<file path="src/rtl/key_pkg.sv">
// Shared definitions for the push-button front-end and the mode-selection
// stage that consumes its key_flag / key_value strobe.
package key_pkg;

  // Debounce FSM states; key_busy is high whenever the FSM is not IDLE.
  typedef enum logic [1:0] {
    IDLE     = 2'd0,
    PRESS_DB = 2'd1,
    HELD     = 2'd2,
    REL_DB   = 2'd3
  } key_state_e;

  // Key masks that step the Sobel grade down / up in the mode-selection stage.
  localparam logic [3:0] KEY_DEC = 4'b0100;
  localparam logic [3:0] KEY_INC = 4'b1000;

  // 20 ms at 100 MHz.
  localparam int DEBOUNCE_CYCLES_DEFAULT = 2_000_000;

  // Largest of three timing constants; sizes the shared saturating counter.
  function automatic int max3(input int a, input int b, input int c);
    int m;
    m = (a > b) ? a : b;
    return (m > c) ? m : c;
  endfunction

endpackage

</file>
<file path="src/rtl/key_sync2.sv">
// Two-flop synchroniser for asynchronous, active-low key pins.
// Both stages reset to all-ones so every key reads as released out of reset.
module key_sync2 #(
  parameter int WIDTH = 4
) (
  input  logic             clk,
  input  logic             rst_n,
  input  logic [WIDTH-1:0] d,
  output logic [WIDTH-1:0] q
);

  logic [WIDTH-1:0] meta_q;

  // Two-stage capture of the raw pins into the clk domain.
  always_ff @(posedge clk or negedge rst_n) begin
    if (!rst_n) begin
      meta_q <= '1;
      q      <= '1;
    end else begin
      meta_q <= d;
      q      <= meta_q;
    end
  end

endmodule

</file>
<file path="src/rtl/key_debounce_scan.sv">
// Push-button front-end: synchronises active-low key pins, debounces press
// and release, and emits a single-cycle key_flag with the pressed-key mask.
//
// Optional build macro KEY_REPEAT_EN: while a combination is held, emit a
// first auto-repeat flag after REPEAT_DELAY cycles and then one every
// REPEAT_PERIOD cycles. Without it, HELD produces no flags.
//
// Output interface: key_flag is a one-cycle valid strobe with no ready; the
// consumer takes key_value in the flag cycle (or any later cycle, since
// key_value holds until the next flag). key_flag never asserts on two
// consecutive cycles.
module key_debounce_scan
  import key_pkg::*;
#(
  parameter int KEY_NUM         = 4,
  parameter int DEBOUNCE_CYCLES = DEBOUNCE_CYCLES_DEFAULT,
  parameter int REPEAT_DELAY    = 50_000_000,
  parameter int REPEAT_PERIOD   = 20_000_000
) (
  input  logic               clk,
  input  logic               rst_n,
  input  logic [KEY_NUM-1:0] key_in,
  output logic               key_flag,
  output logic [KEY_NUM-1:0] key_value,
  output logic               key_busy
);

  localparam int CNT_RANGE = max3(DEBOUNCE_CYCLES, REPEAT_DELAY, REPEAT_PERIOD);
  localparam int CNT_W     = $clog2(CNT_RANGE + 1);
  localparam logic [CNT_W-1:0] DB_LAST = CNT_W'(DEBOUNCE_CYCLES - 1);
`ifdef KEY_REPEAT_EN
  localparam logic [CNT_W-1:0] DLY_LAST = CNT_W'(REPEAT_DELAY - 1);
  localparam logic [CNT_W-1:0] PER_LAST = CNT_W'(REPEAT_PERIOD - 1);
`endif

  // A debounce window shorter than two cycles cannot be represented.
  if (DEBOUNCE_CYCLES < 2) begin : g_bad_debounce
    $error("key_debounce_scan: DEBOUNCE_CYCLES must be at least 2");
  end

  logic [KEY_NUM-1:0] key_sync;
  logic               all_up;

  key_state_e         state_q, state_d;
  logic [CNT_W-1:0]   cnt_q, cnt_d, cnt_inc;
  logic [KEY_NUM-1:0] snap_q, snap_d;
  logic               flag_d;
  logic [KEY_NUM-1:0] value_d;
`ifdef KEY_REPEAT_EN
  // 0: waiting out REPEAT_DELAY, 1: repeating every REPEAT_PERIOD.
  logic               rpt_phase_q, rpt_phase_d;
`endif

  key_sync2 #(.WIDTH(KEY_NUM)) u_sync (
    .clk   (clk),
    .rst_n (rst_n),
    .d     (key_in),
    .q     (key_sync)
  );

  assign all_up   = &key_sync;
  assign cnt_inc  = (cnt_q == '1) ? cnt_q : cnt_q + CNT_W'(1);
  assign key_busy = (state_q != IDLE);

  // State, counter, snapshot and registered outputs.
  always_ff @(posedge clk or negedge rst_n) begin
    if (!rst_n) begin
      state_q     <= IDLE;
      cnt_q       <= '0;
      snap_q      <= '1;
      key_flag    <= 1'b0;
      key_value   <= '0;
`ifdef KEY_REPEAT_EN
      rpt_phase_q <= 1'b0;
`endif
    end else begin
      state_q     <= state_d;
      cnt_q       <= cnt_d;
      snap_q      <= snap_d;
      key_flag    <= flag_d;
      key_value   <= value_d;
`ifdef KEY_REPEAT_EN
      rpt_phase_q <= rpt_phase_d;
`endif
    end
  end

  // Next-state, counter and flag decisions from the synchronised pins.
  always_comb begin
    state_d     = state_q;
    cnt_d       = cnt_q;
    snap_d      = snap_q;
    flag_d      = 1'b0;
    value_d     = key_value;
`ifdef KEY_REPEAT_EN
    rpt_phase_d = rpt_phase_q;
`endif
    case (state_q)
      IDLE: begin
        if (!all_up) begin
          snap_d  = key_sync;
          cnt_d   = '0;
          state_d = PRESS_DB;
        end
      end
      PRESS_DB: begin
        if (all_up) begin
          cnt_d   = '0;
          state_d = IDLE;
        end else if (key_sync != snap_q) begin
          // Combination still settling: restart the window on the new one.
          snap_d = key_sync;
          cnt_d  = '0;
        end else if (cnt_q == DB_LAST) begin
          flag_d  = 1'b1;
          value_d = ~snap_q;
          cnt_d   = '0;
          state_d = HELD;
`ifdef KEY_REPEAT_EN
          rpt_phase_d = 1'b0;
`endif
        end else begin
          cnt_d = cnt_inc;
        end
      end
      HELD: begin
        if (all_up) begin
          cnt_d   = '0;
          state_d = REL_DB;
        end
`ifdef KEY_REPEAT_EN
        else if (key_sync != snap_q) begin
          // New combination: start the initial repeat delay over.
          snap_d      = key_sync;
          cnt_d       = '0;
          rpt_phase_d = 1'b0;
        end else if (cnt_q == (rpt_phase_q ? PER_LAST : DLY_LAST)) begin
          flag_d      = 1'b1;
          value_d     = ~key_sync;
          cnt_d       = '0;
          rpt_phase_d = 1'b1;
        end else begin
          cnt_d = cnt_inc;
        end
`endif
      end
      REL_DB: begin
        if (!all_up) begin
          // Release bounce: back to HELD without a new flag.
          cnt_d   = '0;
          state_d = HELD;
`ifdef KEY_REPEAT_EN
          snap_d      = key_sync;
          rpt_phase_d = 1'b0;
`endif
        end else if (cnt_q == DB_LAST) begin
          cnt_d   = '0;
          state_d = IDLE;
        end else begin
          cnt_d = cnt_inc;
        end
      end
      default: begin
        cnt_d   = '0;
        state_d = IDLE;
      end
    endcase
  end

endmodule

</file>
<file path="config.mk">
export PLATFORM = sky130hd
export DESIGN_NAME = key_debounce_scan
export DESIGN_NICKNAME = d
export VERILOG_FILES = /design/src/rtl/key_pkg.sv /design/src/rtl/key_sync2.sv /design/src/rtl/key_debounce_scan.sv
export SDC_FILE = /design/constraint.sdc
export NUM_CORES = 1
export LEC_CHECK = 0
export CAP_MARGIN = 20
export CORE_ASPECT_RATIO = 1.75
export CORE_UTILIZATION = 50
export CTS_BUF_LIST = sky130_fd_sc_hd__clkbuf_8
export DETAILED_ROUTE_END_ITERATION = 8
export PLACE_DENSITY = 0.68
export SYNTH_ARGS = -nofsm -noshare
export SYNTH_HDL_FRONTEND = slang
export SYNTH_SLANG_ARGS = --single-unit
</file>
<file path="constraint.sdc">
create_clock -name clk -period 5.1 [get_ports clk]
set_input_delay 1.02 -clock clk [delete_from_list [all_inputs] [get_ports clk]]
set_output_delay 1.02 -clock clk [all_outputs]
set_load 0.03 [all_outputs]
</file>
==> results_dict.tcl <==
set metrics [dict create \
    status "complete, no violations" \
    die_height_um 93.9 \
    finalSetupViolCount 0 \
    final_layout_size_suffix_gt1_share_pct 16.8 \
    cts.root.buffer_cell "clkbuf_8" \
    die_area_sq_um 5120 \
    post-synth-top-count-cell "dfrtp_1" \
    final-seq-area_sq_um 1140 \
    fmax_ghz 0.372 \
    antenna_violating_nets_post_route 0 \
    synth-seq-area-share_pct 47.3 \
    timing.clock.skew_ns 0.0108 \
    cts-htree-levels 2 \
    synthDominantAreaCellType "dfrtp_1" \
    fin_nets 268 \
    post-route-drc-count 0 \
    synth_simple_gate_area_share_pct 25.4 \
    grt.overflow.total 0 \
    synth_commonest_cells "dfrtp_1 (33), nand2_1 (29), a31oi_1 (18)" \
    yosys_most_used_dff "dfrtp_1" \
    cts-root-to-sink-buffers 2 \
    place.detailed.hpwl_mm 3.97 \
    vias 2006 \
    antenna_violations_before_repair 0 \
    finalSetupTns_ns 0 \
    synth_xor_xnor_area_share_pct 0.726 \
    power_leakage_nw 1.04 \
    timing.critical_path.required_ns 4.08 \
    cell_family_with_the_largest_share_of_critical_path_delay "buffers and inverters" \
    cts_inserted_buffers 5 \
    power.density_nw_per_um2 248 \
    p_sw_share_pct 25.1 \
    antenna-diode-count 0 \
    timing.critical_path.arrival_ns 1.67 \
    groute.usage.overall_pct 25.3 \
    route.detailed.wl_per_inst_um 18.2 \
    setup_repair_after_global_routing_missed_its_margin "no" \
    synth-adder-area-share_pct 0.519 \
    drt_first_iter_violations 69 \
    path_buf_inv 1 \
    p_seq_share_pct 59.1 \
    combPwrFrac_pct 7.7 \
    worst_setup_hold_path_clk_slew_ns 0.08 \
    timing.max_cap.violations 0 \
    critPathKind "reg -> out" \
    clock_power_share_pct 33.2 \
    coreArea_sq_um 4670 \
    synth-async-reset-ratio_pct 100 \
    syn-mean-instance-area_sq_um 9.50 \
    placement.io_buffers 11 \
    first_pass_grt_wire_length_mm 9.12 \
    grt_start_max_net_pins 46 \
    synth_top_family_by_area "simple AND/OR/NAND/NOR gates" \
    initial_core_utilization_pct 51.7 \
    post_cts_buffers 0 \
    peakVddDrop_v 0.000160 \
    synth-edff-count 0 \
    synth-seq-cells 45 \
    wirelength_mm 5.71 \
    synthMuxAreaShare_pct 0.934 \
    postCtsResizedCells 0 \
    remaining_max_slew_budget_at_the_tightest_pin_pct 49.2 \
    path_max_fanout 7 \
    area_taken_by_multi_input_logic_gates_sq_um 1160 \
    worst_slew_pin_slew_ns 0.759 \
    clk_latency_ns 0.31 \
    critical_path_startpoint_category "register" \
    synth_compound_gate_area_share_pct 20.4 \
    gpl.final_weighted_congestion 0.868 \
    detail_route.vias_per_cell 6.39 \
    crit_path_end_kind "output pin" \
    total_switching_power_mw 0.162 \
    nFillCells 428 \
    ys.warnings.count 0 \
    timing.critical_path.cells "or2_2, clkdlybuf4s50_1" \
    netlist_area_sq_um 2410 \
    final_min_period_over_clock_period_pct 52.8 \
    synth_cell_type_count 49 \
    layoutNonFillerInstCount 314 \
    final-max-slew-violation-count 0 \
    core.rowCount 33 \
    cell_internal_pwr_mw 0.485 \
    post-place-cells 305 \
    holdCritPathClass "reg -> reg" \
    worst_path_largest_cell_delay_ns 0.59 \
    finalWorstPathRequiredPeriod_ns 2.69 \
    post_cts_hold_buffer_count 0 \
    ys_top_cells_by_area "dfrtp_1 (34%), dfstp_2 (13%), a31oi_1 (4.7%), nand2_1 (4.5%), a21oi_1 (2.9%)" \
    critical_path.slowest_cell "clkdlybuf4s50_1" \
    syn_inst 254 \
    syn_nets 261 \
    signed_area_change_from_the_synthesized_netlist_to_the_final_layout_pct 8.25 \
    dr.pass1.iters 5 \
    synthDominantCellAreaShare_pct 34.2 \
    first_global_vias 1897 \
    die_x_um 54.5 \
    design.portCount 12 \
    clock_tree_from_tritoncts "yes" \
    cts.sinks 45 \
    report.final.hold_viol_count 0 \
]
[final timing paths]
check / from / end / slack (ns) / cells after the start
setup / recovery: state_q[0] / key_busy / 2.41 / 2
hold / removal: u_sync.meta_q[3] / u_sync.q[3] / 0.36 / 0
setup reg to reg: cnt_q[8] / cnt_q[22] / 2.62 / 6
hold reg to reg: u_sync.meta_q[3] / u_sync.q[3] / 0.36 / 0
max in group asynchronous: rst_n / snap_q[3] / 4.01 / 2
min in group asynchronous: rst_n / cnt_q[0] / 0.56 / 1
[registers in the layout, indices dropped and copies added, names as in the netlist, named ones only]
register and flops:
u_sync.q 4, u_sync.meta_q 4, cnt_q 26, snap_q 4, key_value 4, state_q 1, key_flag 1
[through the flow]
step	utilization, %	setup slack [ns]	area [sq um]	total power [mW]	hold WS (ns)
finish	56.0	2.41	2610	0.647	0.359
detailed placement	53.8	2.64	2510	0.438	0.347
floorplan	-	3.08	2410	0.420	0.345
CTS	55.5	2.40	2590	0.651	0.359
global placement	53.8	2.62	2510	0.437	0.346
global route	56.0	2.33	2610	0.674	0.365
[power by group through the flow]
stage	Clock (mW)	Combinational, mW	Sequential, mW
2_1_floorplan	0	0.0334	0.386
3_3_place_gp	0	0.0471	0.390
3_5_place_dp	0	0.0484	0.390
4_1_cts	0.219	0.0485	0.383
5_1_grt	0.231	0.0577	0.385
6_report	0.215	0.0496	0.383
[layer usage]
metal	track usage, %	vias up	wire [um]
met1	27.7	979	2220
met2	43.1	54	3090
met3	3.88	21	200
met5	0	-	0
met4	15.4	0	204
li1	-	952	-
[cell type report]
| type | instances | area share (%) |
|---|---|---|
| multi-input cells | 188 | 44.4 |
| clock buffers | 5 | 2.64 |
| well taps | 52 | 2.49 |
| flip-flops and latches | 45 | 43.7 |
| inverters | 8 | 1.15 |
| repair buffers | 13 | 5.08 |
| clock inverters | 3 | 0.527 |
[kinds of logic after synthesis]
logic type / count (synthesis)
compound gates: 70
fa+ha+maj: 1
flops: 45
simple gates: 113
mux: 2
xor+xnor: 2
buf+inv: 21
[layout by cell type, fill, tap and decap left out, drive strengths merged, types with 5 or more instances in the layout]
cell | Yosys | routed
clkdlybuf4s50 | 0 | 10
nor3 | 7 | 7
nor2 | 17 | 17
clkbuf | 5 | 5
dfrtp | 33 | 33
dfstp | 12 | 12
nand3 | 14 | 14
nor4 | 5 | 5
inv | 8 | 9
nand2 | 33 | 33
o21ai | 17 | 17
nand4 | 9 | 9
a31oi | 19 | 19
a21oi | 14 | 14
and4 | 7 | 7
(Power assumes the default switching activity.)
